**config.mk**
```make
export PLATFORM = sky130hd
export DESIGN_NAME = multicycle_control_unit
export DESIGN_NICKNAME = d
export VERILOG_FILES = /design/src/rtl/mips_ctrl_pkg.sv /design/src/rtl/alu_decoder.sv /design/src/rtl/multicycle_control_unit.sv
export SDC_FILE = /design/constraint.sdc
export NUM_CORES = 1
export LEC_CHECK = 0
export BUFFER_PORTS_ARGS = -buffer_cell sky130_fd_sc_hd__buf_2
export CAP_MARGIN = 20
export CORE_MARGIN = 2
export CORE_UTILIZATION = 35
export DETAILED_ROUTE_END_ITERATION = 8
export PLACE_DENSITY = 0.72
export RECOVER_POWER = 50
export SETUP_SLACK_MARGIN = 0.02
export SYNTH_ARGS = -nofsm -noshare
export SYNTH_HDL_FRONTEND = slang
export SYNTH_SLANG_ARGS = --single-unit
```
**constraint.sdc**
```tcl
create_clock -name clk -period 3.3 [get_ports clk]
set_input_delay 0.165 -clock clk [delete_from_list [all_inputs] [get_ports clk]]
set_output_delay 0.165 -clock clk [all_outputs]
set_load 0.02 [all_outputs]
```
**src/rtl/mips_ctrl_pkg.sv**
```systemverilog
// Shared encodings for the multicycle MIPS control unit: opcodes, functs,
// ALU control codes, datapath mux selects and the FSM state enum.
package mips_ctrl_pkg;

  localparam logic [5:0] OP_RTYPE = 6'b000000;
  localparam logic [5:0] OP_LW    = 6'b100011;
  localparam logic [5:0] OP_SW    = 6'b101011;
  localparam logic [5:0] OP_BEQ   = 6'b000100;
  localparam logic [5:0] OP_ADDI  = 6'b001000;
  localparam logic [5:0] OP_J     = 6'b000010;

  localparam logic [5:0] FN_ADD = 6'b100000;
  localparam logic [5:0] FN_SUB = 6'b100010;
  localparam logic [5:0] FN_AND = 6'b100100;
  localparam logic [5:0] FN_OR  = 6'b100101;
  localparam logic [5:0] FN_SLT = 6'b101010;

  localparam logic [3:0] ALU_ADD = 4'b0010;
  localparam logic [3:0] ALU_SUB = 4'b0110;
  localparam logic [3:0] ALU_AND = 4'b0000;
  localparam logic [3:0] ALU_OR  = 4'b0001;
  localparam logic [3:0] ALU_SLT = 4'b0111;

  localparam logic [1:0] SRCB_REG    = 2'b00;
  localparam logic [1:0] SRCB_FOUR   = 2'b01;
  localparam logic [1:0] SRCB_IMM    = 2'b10;
  localparam logic [1:0] SRCB_IMM_SH = 2'b11;

  localparam logic [1:0] PCSRC_ALU    = 2'b00;
  localparam logic [1:0] PCSRC_ALUOUT = 2'b01;
  localparam logic [1:0] PCSRC_JUMP   = 2'b10;

  typedef enum logic [1:0] {
    ALUOP_ADD   = 2'b00,
    ALUOP_SUB   = 2'b01,
    ALUOP_FUNCT = 2'b10
  } aluop_t;

  typedef enum logic [3:0] {
    S_IDLE     = 4'd0,
    S_FETCH    = 4'd1,
    S_DECODE   = 4'd2,
    S_MEMADR   = 4'd3,
    S_MEMRD    = 4'd4,
    S_MEMWB    = 4'd5,
    S_MEMWR    = 4'd6,
    S_RTYPE_EX = 4'd7,
    S_RTYPE_WB = 4'd8,
    S_BEQ      = 4'd9,
    S_ADDI_EX  = 4'd10,
    S_ADDI_WB  = 4'd11,
    S_JUMP     = 4'd12
  } state_t;

endpackage

```
**src/rtl/alu_decoder.sv**
```systemverilog
// Combinational ALU control decode: fixed add/sub from the FSM, or the
// R-type funct field, with a flag marking unsupported functs.
module alu_decoder
  import mips_ctrl_pkg::*;
#(
  parameter int ALUCTRL_W = 4
) (
  input  logic [5:0]           funct,
  input  aluop_t               aluop,
  output logic [ALUCTRL_W-1:0] alu_control,
  output logic                 funct_valid
);

  always_comb begin
    alu_control = ALUCTRL_W'(ALU_ADD);
    funct_valid = 1'b1;
    case (aluop)
      ALUOP_SUB: alu_control = ALUCTRL_W'(ALU_SUB);
      ALUOP_FUNCT: begin
        case (funct)
          FN_ADD:  alu_control = ALUCTRL_W'(ALU_ADD);
          FN_SUB:  alu_control = ALUCTRL_W'(ALU_SUB);
          FN_AND:  alu_control = ALUCTRL_W'(ALU_AND);
          FN_OR:   alu_control = ALUCTRL_W'(ALU_OR);
          FN_SLT:  alu_control = ALUCTRL_W'(ALU_SLT);
          default: funct_valid = 1'b0;
        endcase
      end
      default: alu_control = ALUCTRL_W'(ALU_ADD);
    endcase
  end

endmodule

```
**src/rtl/multicycle_control_unit.sv**
```systemverilog
// Control FSM for the multicycle MIPS datapath: sequences fetch, decode,
// execute, memory and writeback, and records unsupported instructions.
module multicycle_control_unit
  import mips_ctrl_pkg::*;
#(
  parameter int ALUCTRL_W   = 4,
  parameter bit MEM_WAIT_EN = 1'b1,
  parameter int STATE_W     = 4
) (
  input  logic                 clk,
  input  logic                 rst_n,
  input  logic [5:0]           Opcode,
  input  logic [5:0]           Funct,
  input  logic                 zero,
  input  logic                 mem_ready,
  output logic                 PCWrite,
  output logic                 IorD,
  output logic                 MemRead,
  output logic                 MemWrite,
  output logic                 IRWrite,
  output logic                 MemtoReg,
  output logic                 RegDst,
  output logic                 RegWrite,
  output logic                 ALUSrcA,
  output logic [1:0]           ALUSrcB,
  output logic [1:0]           PCSrc,
  output logic [ALUCTRL_W-1:0] ALUcontrol,
  output logic                 illegal,
  output logic [STATE_W-1:0]   state
);

  state_t                 state_q, state_d;
  logic                   illegal_q, illegal_set;
  aluop_t                 aluop;
  logic                   funct_valid;
  logic [ALUCTRL_W-1:0]   dec_control;
  logic                   rdy;

  // Memory handshake: a request (MemRead/MemWrite) is held steady until a
  // clock edge where mem_ready is high; that edge completes the access.
  assign rdy = MEM_WAIT_EN ? mem_ready : 1'b1;

  alu_decoder #(.ALUCTRL_W(ALUCTRL_W)) u_alu_decoder (
    .funct       (Funct),
    .aluop       (aluop),
    .alu_control (dec_control),
    .funct_valid (funct_valid)
  );

  always_ff @(posedge clk or negedge rst_n) begin
    if (!rst_n) begin
      state_q   <= S_IDLE;
      illegal_q <= 1'b0;
    end else begin
      state_q <= state_d;
      if (illegal_set) illegal_q <= 1'b1;
    end
  end

  always_comb begin
    state_d     = state_q;
    illegal_set = 1'b0;
    aluop       = ALUOP_ADD;
    PCWrite     = 1'b0;
    IorD        = 1'b0;
    MemRead     = 1'b0;
    MemWrite    = 1'b0;
    IRWrite     = 1'b0;
    MemtoReg    = 1'b0;
    RegDst      = 1'b0;
    RegWrite    = 1'b0;
    ALUSrcA     = 1'b0;
    ALUSrcB     = SRCB_REG;
    PCSrc       = PCSRC_ALU;
    case (state_q)
      S_IDLE: state_d = S_FETCH;
      S_FETCH: begin
        MemRead = 1'b1;
        ALUSrcB = SRCB_FOUR;
        if (rdy) begin
          IRWrite = 1'b1;
          PCWrite = 1'b1;
          state_d = S_DECODE;
        end
      end
      S_DECODE: begin
        // Branch target is computed speculatively into ALUOut here.
        ALUSrcB = SRCB_IMM_SH;
        case (Opcode)
          OP_RTYPE:     state_d = S_RTYPE_EX;
          OP_LW, OP_SW: state_d = S_MEMADR;
          OP_BEQ:       state_d = S_BEQ;
          OP_ADDI:      state_d = S_ADDI_EX;
          OP_J:         state_d = S_JUMP;
          default: begin
            state_d     = S_FETCH;
            illegal_set = 1'b1;
          end
        endcase
      end
      S_MEMADR: begin
        ALUSrcA = 1'b1;
        ALUSrcB = SRCB_IMM;
        state_d = (Opcode == OP_LW) ? S_MEMRD : S_MEMWR;
      end
      S_MEMRD: begin
        MemRead = 1'b1;
        IorD    = 1'b1;
        if (rdy) state_d = S_MEMWB;
      end
      S_MEMWB: begin
        RegWrite = 1'b1;
        MemtoReg = 1'b1;
        state_d  = S_FETCH;
      end
      S_MEMWR: begin
        MemWrite = 1'b1;
        IorD     = 1'b1;
        if (rdy) state_d = S_FETCH;
      end
      S_RTYPE_EX: begin
        ALUSrcA     = 1'b1;
        aluop       = ALUOP_FUNCT;
        illegal_set = !funct_valid;
        state_d     = funct_valid ? S_RTYPE_WB : S_FETCH;
      end
      S_RTYPE_WB: begin
        RegWrite = 1'b1;
        RegDst   = 1'b1;
        state_d  = S_FETCH;
      end
      S_BEQ: begin
        ALUSrcA = 1'b1;
        aluop   = ALUOP_SUB;
        PCSrc   = PCSRC_ALUOUT;
        PCWrite = zero;
        state_d = S_FETCH;
      end
      S_ADDI_EX: begin
        ALUSrcA = 1'b1;
        ALUSrcB = SRCB_IMM;
        state_d = S_ADDI_WB;
      end
      S_ADDI_WB: begin
        RegWrite = 1'b1;
        state_d  = S_FETCH;
      end
      S_JUMP: begin
        PCSrc   = PCSRC_JUMP;
        PCWrite = 1'b1;
        state_d = S_FETCH;
      end
      default: state_d = S_IDLE;
    endcase
  end

  // IDLE drives an all-zero ALUcontrol rather than the add default.
  assign ALUcontrol = (state_q == S_IDLE) ? '0 : dec_control;
  assign illegal    = illegal_q;
  assign state      = STATE_W'(state_q);

endmodule

```
==> run metrics, run 1 <==
status=finished clean; Routed WL=1840 microns; via count=825; path depth of the worst reg2reg path=7; RSZ-0062 raised after global routing=no; Final period util=73.6%; Worst setup EP type=primary output; CP startpoint=state[0]; Max Cap Viol=0; worst hold path depth=3; smallest hold slack=0.290 ns; # nets final=153; Initial Util=38.0%; total clock buffers created by CTS=3; I/O pin count=38; final-report hold violation count=0; std cell rows=15; DP Area=851 sq um; register area share after synthesis=18.7%; initial antenna violation count=0; Clock Sink Count=5; RR Startpoint=state[0]; final setup violation count=0; Required @ worst endpoint=3.13 ns; Min-Delay Path Class=input port to flip-flop; largest net degree at the start of global routing=19; wire per inst=11.6 microns; ys flop type=dfrtp_1; Netlist Area Pre-Place=671 sq um; Critical Path Fanout Max=18; warnings from Yosys=0; hpwl dp=1500 microns; global-route wire length before repair=2970 microns; total net switching power=0.401 mW; Logic pwr share=67.9%; final instance area=875 sq um; # diodes=0; post-synthesis area per instance=6.84 sq um; I/O Buffers=36; drt pass-1 iters=4; post-layout min period=2.43 ns; register bit total from synthesis=5; die height=47.8 microns; Total Routing Usage GR=18.4%; Pwr per Cell Area=822 nW/um^2; layout cells sized above 1=23.3%; Setup CP Type=flip-flop to primary output; Slew Limit Fails=0; TritonCTS clock tree=yes; Seq pwr share=22.4%; CP arrival=2.26 ns; Rel. slew slack=64.2%; Pleak=0.393 nW; total die area=2280 sq um; Syn-to-layout area delta=30.4%; post-cts sizing count=0; Peak VDD IR=510 uV; max frequency=0.412 GHz; switching fraction of total power=55.8%; Residual DRC=0; Sum Neg Setup Slack=0 ns; number of synthesized flops with an enable pin=0; root buf cell=clkbuf_4; min-delay src=mem_ready; synthesized instance count=98; GP Congestion=0.799; clock slew at reported path FFs=0.04 ns; clock skew=0.00394 ns; Die Wd=47.8 microns; Final Util=49.6%; asr flop ratio synth=100%; Worst-Margin Slew=0.537 ns; Clock power frac=9.7%; vias per cell=5.22; total power draw=0.719 mW; clk_lat worst skew=0.24 ns; CP Launch Type=flip-flop; Routed Antenna Nets=0; Clock Tree Buf Depth=2; post-synth cell types=36; number of global-route vias before repair=707; Post-Syn Nets=117; DR iter-0 viols=9; core footprint=1760 sq um; H-tree depth=1; Int Pwr=0.318 mW; grt total ovfl=0
-- per-stage QoR --
stage          instances  setup WS [ns]
2_1_floorplan         98          0.957
3_3_place_gp         153           1.20
4_1_cts              158          0.848
3_5_place_dp         153           1.11
6_report             158          0.872
5_1_grt              158          0.659
-- power groups by stage --
| stage | clock network (mW) | registers [mW] | logic (mW) |
|---|---|---|---|
| after floorplan | 0 | 0.125 | 0.391 |
| after global placement | 0 | 0.159 | 0.487 |
| after detailed placement | 0 | 0.161 | 0.497 |
| after CTS | 0.0742 | 0.160 | 0.500 |
| after global routing | 0.0769 | 0.169 | 0.540 |
| final | 0.0695 | 0.161 | 0.488 |
-- cell usage after synthesis (2+ instances only) --
master,number,area (sq um)
nor2_1,15,56.3
nor3_1,8,40.0
nand2_1,7,26.3
a21oi_1,6,30.0
dfrtp_1,5,125
nand2b_1,5,31.3
a31oi_1,4,25.0
buf_2,4,20.0
inv_1,4,15.0
nor2b_1,4,25.0
ha_1,3,37.5
o21ai_0,3,15.0
and3_1,2,12.5
mux2i_1,2,20.0
o21a_1,2,15.0
or2_2,2,12.5
xnor2_1,2,17.5
xor2_1,2,17.5
-- critical path, stage by stage (launching register included) --
cell      delay [ns]
dfrtp_1         0.67
nand2b_1        0.19
nor2_1          0.28
inv_1           0.11
ha_1            0.30
inv_1           0.04
o31a_1          0.28
buf_2           0.16
-- per-layer routing --
metal / vias to the layer above / routed length [microns] / global-route usage (%) / part of all wire, %
li1: 417 / - / - / -
met5: - / 0 / 0 / 0
met2: 29 / 883 / 31.7 / 48
met1: 377 / 815 / 22.6 / 44
met4: 0 / 14 / 9.73 / 0.76
met3: 2 / 127 / 1.51 / 6.9
-- repair_timing --
action	4_1_cts	5_1_grt
hold buffers	1	0
hold endpoints to repair	5	0
buffers inserted	0	0
-- cell type report --
type	count	area, sq um
multi-input combinational	83	499
timing repair buffer	37	178
clock buffer	4	26.3
sequential	5	125
tap	25	31.3
fill	205	890
inverter	4	15.0
-- cells by family (layout without fill, tap and decap cells) --
logic type | Yosys count | in the layout | synth area share, %
simple gates | 48 | 48 | 35.3
compound gates | 25 | 25 | 24.8
buf+inv | 10 | 45 | 6.90
flops | 5 | 5 | 18.7
xor+xnor | 4 | 4 | 5.22
fa+ha+maj | 3 | 3 | 5.60
mux | 2 | 2 | 2.99
other cells | 1 | 1 | 0.559
-- state kept, by name, indices dropped and copies added (netlist names) --
register / flops
illegal: 1
state: 4
-- layout by cell type, fill, tap and decap left out, drive strengths merged, types with 2 or more instances in the layout --
master,instances
o21ai,4
nor2,15
dfrtp,5
xor2,2
a21oi,6
and3,2
inv,4
clkbuf,14
buf,26
o21a,2
ha,3
mux2i,2
xnor2,2
nand2b,5
or2,2
nand2,7
a31oi,4
nor2b,4
nor3,8
-- worst paths after layout --
kind	end	slack [ns]
max	ALUcontrol[1]	0.87
min	state[1]	0.29
max reg2reg	state[0]	1.15
min reg2reg	illegal	0.52
max in group asynchronous	state[2]	2.79
min in group asynchronous	illegal	0.30
(Power assumes the default switching activity.)
==> run 2, diff against run 1 <==
--- a/config.mk
+++ b/config.mk
@@ -5,12 +5,13 @@
 export SDC_FILE = /design/constraint.sdc
 export NUM_CORES = 1
 export LEC_CHECK = 0
+export ABC_AREA = 1
 export BUFFER_PORTS_ARGS = -buffer_cell sky130_fd_sc_hd__buf_2
 export CAP_MARGIN = 20
 export CORE_MARGIN = 2
 export CORE_UTILIZATION = 35
 export DETAILED_ROUTE_END_ITERATION = 8
-export PLACE_DENSITY = 0.72
+export PLACE_DENSITY = 0.74
 export RECOVER_POWER = 50
 export SETUP_SLACK_MARGIN = 0.02
 export SYNTH_ARGS = -nofsm -noshare
==> constraint.sdc (replaced) <==
create_clock -name clk -period 2.2 [get_ports clk]
set_input_delay 0.11 -clock clk [delete_from_list [all_inputs] [get_ports clk]]
set_output_delay 0.11 -clock clk [all_outputs]
set_load 0.02 [all_outputs]
==> run 2 against run 1 <==
Compared with the run above:
- critical path depth grew 1
- global-route usage shrank 0.56 points
- clock power grew 50%
- core utilization is essentially flat
- sequential share of layout area shrank 1.0 points
- largest cell class unchanged
- sequential cell count is the same
- total power grew 40%
- non-clock buffer count grew 1
- combinational power grew 51%
==> run metrics, run 2 <==
Netlist Area Pre-Place=687 sq um (+2.4%); worst hold path depth=4 (+1); max frequency=0.492 GHz; Peak VDD IR=807 uV (+58%); largest net degree at the start of global routing=7 (-12); path depth of the worst reg2reg path=11 (+4); register bit total from synthesis=5 (unchanged); Routed Antenna Nets=0 (unchanged); total die area=2330 sq um (+2.2%); mux contribution to synthesized area=0% (-3.0 points); count leader, synth=nand2_1; I/O pin count=38 (unchanged); post-synthesis area per instance=5.37 sq um (-22%); Worst setup EP type=primary output; adder-cell share of the synthesized area=5.46% (-0.13 points); Routed WL=1930 microns (+4.6%); GRT busiest layer=met2; grt total ovfl=0 (unchanged); most frequent cells in the layout=nand2_1 (33), buf_2 (28), nor2_1 (24), inv_1 (20), nand3_1 (12); wire per inst=9.82 microns (-16%); Post-Syn Nets=147 (+26%); post-synth cell types=19 (-47%); DP Area=898 sq um (+5.6%); register area share after synthesis=18.2% (-0.44 points); # nets final=189 (+24%); min-delay src=mem_ready; status=finished clean; CP arrival=1.92 ns (-0.34 ns); Critical Path Fanout Max=6 (-12); Die Wd=48.3 microns (+1.1%); Min-Delay Path Class=input port to flip-flop; max reg flops=4 (unchanged); Residual DRC=0 (unchanged); via count=911 (+10%); synthesized instance count=128 (+31%); final-report hold violation count=0 (unchanged); clock slew at reported path FFs=0.04 ns (about the same); Sum Neg Setup Slack=0 ns (unchanged); hpwl dp=1590 microns (+6.0%); worst min-delay path endpoint=state[1]; number of synthesized flops with an enable pin=0 (unchanged); vias per cell=4.65 (-11%); reg2reg setup slack=0.46 ns (-0.69 ns); die height=48.3 microns (+1.1%); total clock buffers created by CTS=3 (unchanged); Slew Limit Fails=0 (unchanged); Clock Sink Count=5 (unchanged); dpl cells=190 (+24%); DR iter-0 viols=23 (+14); GP Congestion=0.886 (+11%); TritonCTS clock tree=yes; Max Cap Viol=0 (unchanged); number of global-route vias before repair=877 (+24%); Post-Synth Simple-Gate Area=52.8% (+18 points); area leader, netlist=dfrtp_1; RR Startpoint=state[1]; clock skew=0.00182 ns (-0.00212 ns); Area contributors post-synth=dfrtp_1 (18%), nand2_1 (18%), nor2_1 (13%); # diodes=0 (unchanged); Total Routing Usage GR=17.8% (-0.56 points); top-area cell type share of the netlist area=18.2% (-0.44 points); drt pass-1 iters=4 (unchanged); ys flop type=dfrtp_1; H-tree depth=1 (unchanged); initial antenna violation count=0 (unchanged); clk_lat worst skew=0.24 ns (about the same); worst flop-to-flop path endpoint=state[0]; post-layout min period=2.03 ns; Pwr per Cell Area=1060 nW/um^2 (+30%); Clock Tree Buf Depth=2 (unchanged); post-route non-filler standard cell count=196 (+24%); RSZ-0062 raised after global routing=no; core footprint=1900 sq um (+7.8%); commonest non-fill, non-tap cell in the layout=nand2_1; M3 GR Usage=2.16% (+0.65 points); Pleak=0.515 nW (+31%); largest family of logic cells by synthesized area=simple AND/OR/NAND/NOR gates; layout cells sized above 1=25.4% (+2.1 points); grt met2 use=35.6% (+3.9 points); warnings from Yosys=0 (unchanged); M1 GR Usage=18.6% (-3.9 points); Required @ worst endpoint=2.09 ns (-1.04 ns); final instance area=942 sq um (+7.7%); Final period util=92.4%; asr flop ratio synth=100% (unchanged); Post-Synth XOR/XNOR Area=0% (-5.2 points); CP startpoint=state[1]; smallest hold slack=0.175 ns (-0.115 ns); Syn-to-layout area delta=37.2%; compound-gate portion of the synthesized area=9.29% (-16 points); I/O Buffers=36 (unchanged); std cell rows=16 (+1); Initial Util=36.1% (-1.9 points); root buf cell=clkbuf_4; CP Launch Type=flip-flop; final setup violation count=0 (unchanged); top cells by count, synth=nand2_1 (33), nor2_1 (24), inv_1 (21), nand3_1 (12), dfrtp_1 (5); Setup CP Type=flip-flop to primary output; global-route wire length before repair=3370 microns (+13%)
[run 2: cell count changes in the layout (fill, tap and decap cells not counted), moves of 4 or more]
cell	change
nand3_1	+11
nand2b_1	-5
nor3_1	-5
nand4_1	+4
nand2_1	+26
nor2b_1	-4
nor2_1	+9
inv_1	+16
[run 2: routing by layer]
metal	share of wire (%)	up-vias
li1	-	481
met1	43	399
met2	53	29
met3	3.5	2
met4	0.99	0
met5	0	-
[run 2: timing repair]
item,in CTS,in global routing
endpoints found under the setup margin,0,3
buffers inserted,0,1
hold buffers,1,0
resized for setup,0,5
endpoints found under the hold margin,5,0
[run 2: cell families (layout without fill, tap and decap cells)]
family / Yosys count / in the layout
fa+ha+maj: 3 / 3
compound gates: 12 / 12
flops: 5 / 5
simple gates: 83 / 83
buf+inv: 24 / 65
other cells: 1 / 1
[run 2: layout make-up]
class	count	area, sq um
clock buffer	4	26.3
timing repair buffer	38	188
inverter	23	86.3
sequential	5	125
fill	204	960
multi-input combinational	99	483
tap	27	33.8
[run 2: power breakdown]
group | switching, mW | internal, mW | leakage (nW) | total [mW]
Sequential | 0.0407 | 0.121 | 0.0600 | 0.162
Combinational | 0.510 | 0.227 | 0.440 | 0.737
Clock | 0.0359 | 0.0685 | 0.0150 | 0.104
Total | 0.586 | 0.417 | 0.515 | 1.00
[run 2: how the worst max path moves through the flow]
stage | end | slack [ns] | cells after the start
global placement | ALUcontrol[0] | 0.40 | 9
finish | ALUcontrol[0] | 0.17 | 8
floorplan | ALUcontrol[0] | 0.05 | 8
detailed placement | ALUcontrol[0] | 0.30 | 8
CTS | ALUcontrol[0] | 0.03 | 9
global route | ALUcontrol[0] | 0.008 | 9
[run 2: critical path, stage by stage (launching register included)]
cell and delay [ns]:
dfrtp_1 0.43, nor2_2 0.18, inv_1 0.10, nor2_4 0.13
inv_1 0.07, ha_1 0.29, o21ai_0 0.12, a211oi_2 0.16
buf_2 0.19
[run 2: metrics by stage]
step	worst slack [ns]	util [%]	total power, mW
2_1_floorplan	0.0450	-	0.660
3_3_place_gp	0.395	47.2	0.870
3_5_place_dp	0.301	47.2	0.872
4_1_cts	0.0258	49.1	0.987
5_1_grt	0.00821	49.5	1.11
6_report	0.167	49.5	1.00
==> run 3, diff against run 2 <==
--- a/config.mk
+++ b/config.mk
@@ -11,7 +11,7 @@
 export CORE_MARGIN = 2
 export CORE_UTILIZATION = 35
 export DETAILED_ROUTE_END_ITERATION = 8
-export PLACE_DENSITY = 0.74
+export PLACE_DENSITY = 0.72
 export RECOVER_POWER = 50
 export SETUP_SLACK_MARGIN = 0.02
 export SYNTH_ARGS = -nofsm -noshare
==> constraint.sdc (replaced) <==
create_clock -name clk -period 2 [get_ports clk]
set_input_delay 0.1 -clock clk [delete_from_list [all_inputs] [get_ports clk]]
set_output_delay 0.1 -clock clk [all_outputs]
set_load 0.02 [all_outputs]
==> run 3 against run 2 <==
Compared with the run above:
- register-to-register slack got worse by 0.13 ns
- clock skew increased by 0.0060 ns
- critical path type unchanged
- design area increased by 9.3%
- core utilization increased by 4.6 points
- sequential share of layout area decreased by 0.89 points
- via count increased by 8.0%
- first-iteration DRC count decreased by 61%
==> run metrics, run 3 (synthesis results as in run 2) <==
Sum Neg Setup Slack=0 ns (unchanged); root buf cell=clkbuf_4; Crit path buffers/inverters=4 (+1); number of global-route vias before repair=931 (+6.2%); DR iter-0 viols=9 (-61%); Routed WL=2250 microns (+17%); I/O Buffers=36 (unchanged); largest net degree at the start of global routing=7 (unchanged); slowest cell delay on critical path=0.41 ns (-0.02 ns); # diodes=0 (unchanged); layout cells sized above 1=33.9% (+8.5 points); DP Area=913 sq um (+1.7%); smallest hold slack=0.155 ns (-0.0199 ns); max frequency=0.518 GHz; Pleak=0.555 nW (+7.6%); Final Util=54.1% (+4.6 points); drt pass-1 iters=4 (unchanged); via count=984 (+8.0%); CP arrival=1.83 ns (-0.09 ns); DP Worst Slack=0.169 ns (-0.132 ns); commonest non-fill, non-tap cell in the layout=nand2_1; Seq pwr share=15.4% (-0.8 points); status=finished clean; total net switching power=0.703 mW (+20%); Logic pwr share=74.5% (+1.1 points); Syn-to-layout area delta=49.9%; hpwl dp=1660 microns (+4.6%); total clock buffers created by CTS=3 (unchanged); Critical Path Fanout Max=4 (-2); CP Launch Type=flip-flop; total power draw=1.23 mW (+23%); clk_lat worst skew=0.26 ns (+0.02 ns); wire per inst=11.0 microns (+12%); H-tree depth=1 (unchanged); dpl cells=191 (+0.53%); Clock Sink Count=5 (unchanged); Min-Delay Path Class=input port to flip-flop; Max Cap Viol=0 (unchanged); core footprint=1900 sq um (unchanged); std cell rows=16 (unchanged); Peak VDD IR=654 uV (-19%); Pwr per Cell Area=1190 nW/um^2 (+12%); PnR worst setup slack=0.0709 ns (-0.0966 ns); GP Congestion=0.891 (+0.47%); Worst path slowest cell=dfrtp_1; grt total ovfl=0 (unchanged); most frequent cells in the layout=nand2_1 (33), buf_2 (28), nor2_1 (23), inv_1 (17), nand3_1 (12); total die area=2330 sq um (unchanged); reg2reg setup slack=0.33 ns (-0.13 ns); Die Wd=48.3 microns (unchanged); Residual DRC=0 (unchanged); Setup CP Type=flip-flop to primary output; clock skew=0.00785 ns (+0.00602 ns); vias per cell=4.82 (+3.8%); Clock Tree Buf Depth=2 (unchanged); Slew Limit Fails=0 (unchanged); Total Routing Usage GR=19.4% (+1.6 points); Initial Util=36.1% (unchanged); global-route wire length before repair=3730 microns (+11%); final instance area=1030 sq um (+9.3%); CP delay by family, top=flip-flops; Int Pwr=0.526 mW (+26%); TritonCTS clock tree=yes; CP Cell Sequence=inv_2 -> nor2_4 -> inv_2 -> nor2_4 -> inv_1 -> ha_1 -> o21ai_2 -> a211oi_2 -> buf_4; initial antenna violation count=0 (unchanged); Worst setup EP type=primary output; Required @ worst endpoint=1.90 ns (-0.19 ns); final setup violation count=0 (unchanged); post-route non-filler standard cell count=204 (+4.1%); Routed Antenna Nets=0 (unchanged); final-report hold violation count=0 (unchanged); die height=48.3 microns (unchanged); # nets final=197 (+4.2%); Final period util=96.5%; I/O pin count=38 (unchanged); Clock power frac=10.1% (-0.3 points); max reg flops=4 (unchanged); post-layout min period=1.93 ns; switching fraction of total power=57.2% (-1.2 points); clock slew at reported path FFs=0.04 ns (about the same)
==> run 3: worst min-delay path: stages <==
cell and delay, ns:
buf_2 0.07, inv_1 0.07, nand2_1 0.07, nand2_1 0.05
==> run 3: timing repair <==
| item | 4_1_cts | 5_1_grt |
|---|---|---|
| resized for setup | 7 | 6 |
| cloned | 0 | 0 |
| endpoints found under the hold margin | 5 | 0 |
| hold buffers | 1 | 0 |
| pin swaps | 2 | 2 |
| buffers inserted | 2 | 6 |
| setup endpoints to repair | 2 | 2 |
==> run 3: final timing paths <==
check,from,endpoint,cells after the start
min reg2reg,illegal,illegal,2
max reg2reg,state[0],state[0],12
max,state[0],ALUcontrol[0],9
min in group asynchronous,rst_n,illegal,2
max in group asynchronous,rst_n,state[1],2
min,mem_ready,state[1],4
==> run 3: power groups by stage <==
stage	sequential (mW)	clock (mW)	combinational, mW
6_report	0.190	0.124	0.916
5_1_grt	0.191	0.146	0.994
4_1_cts	0.183	0.123	0.842
3_5_place_dp	0.179	0	0.796
3_3_place_gp	0.179	0	0.792
2_1_floorplan	0.211	0	0.524
==> run 3: cell type report <==
cell class              count  area, sq um
repair buffers             46          251
multi-input cells          99          504
fillers                   201          872
well taps                  27         33.8
flip-flops and latches      5          128
clock buffers               4         26.3
inverters                  23         86.3
==> run 3: routing by layer <==
| layer | track usage (%) | vias to the layer above | part of all wire, % |
|---|---|---|---|
| li1 | - | 505 | - |
| met1 | 21.9 | 441 | 41 |
| met2 | 35.4 | 32 | 51 |
| met3 | 6.17 | 6 | 5.5 |
| met4 | 4.76 | 0 | 2.9 |
| met5 | 0 | - | 0 |
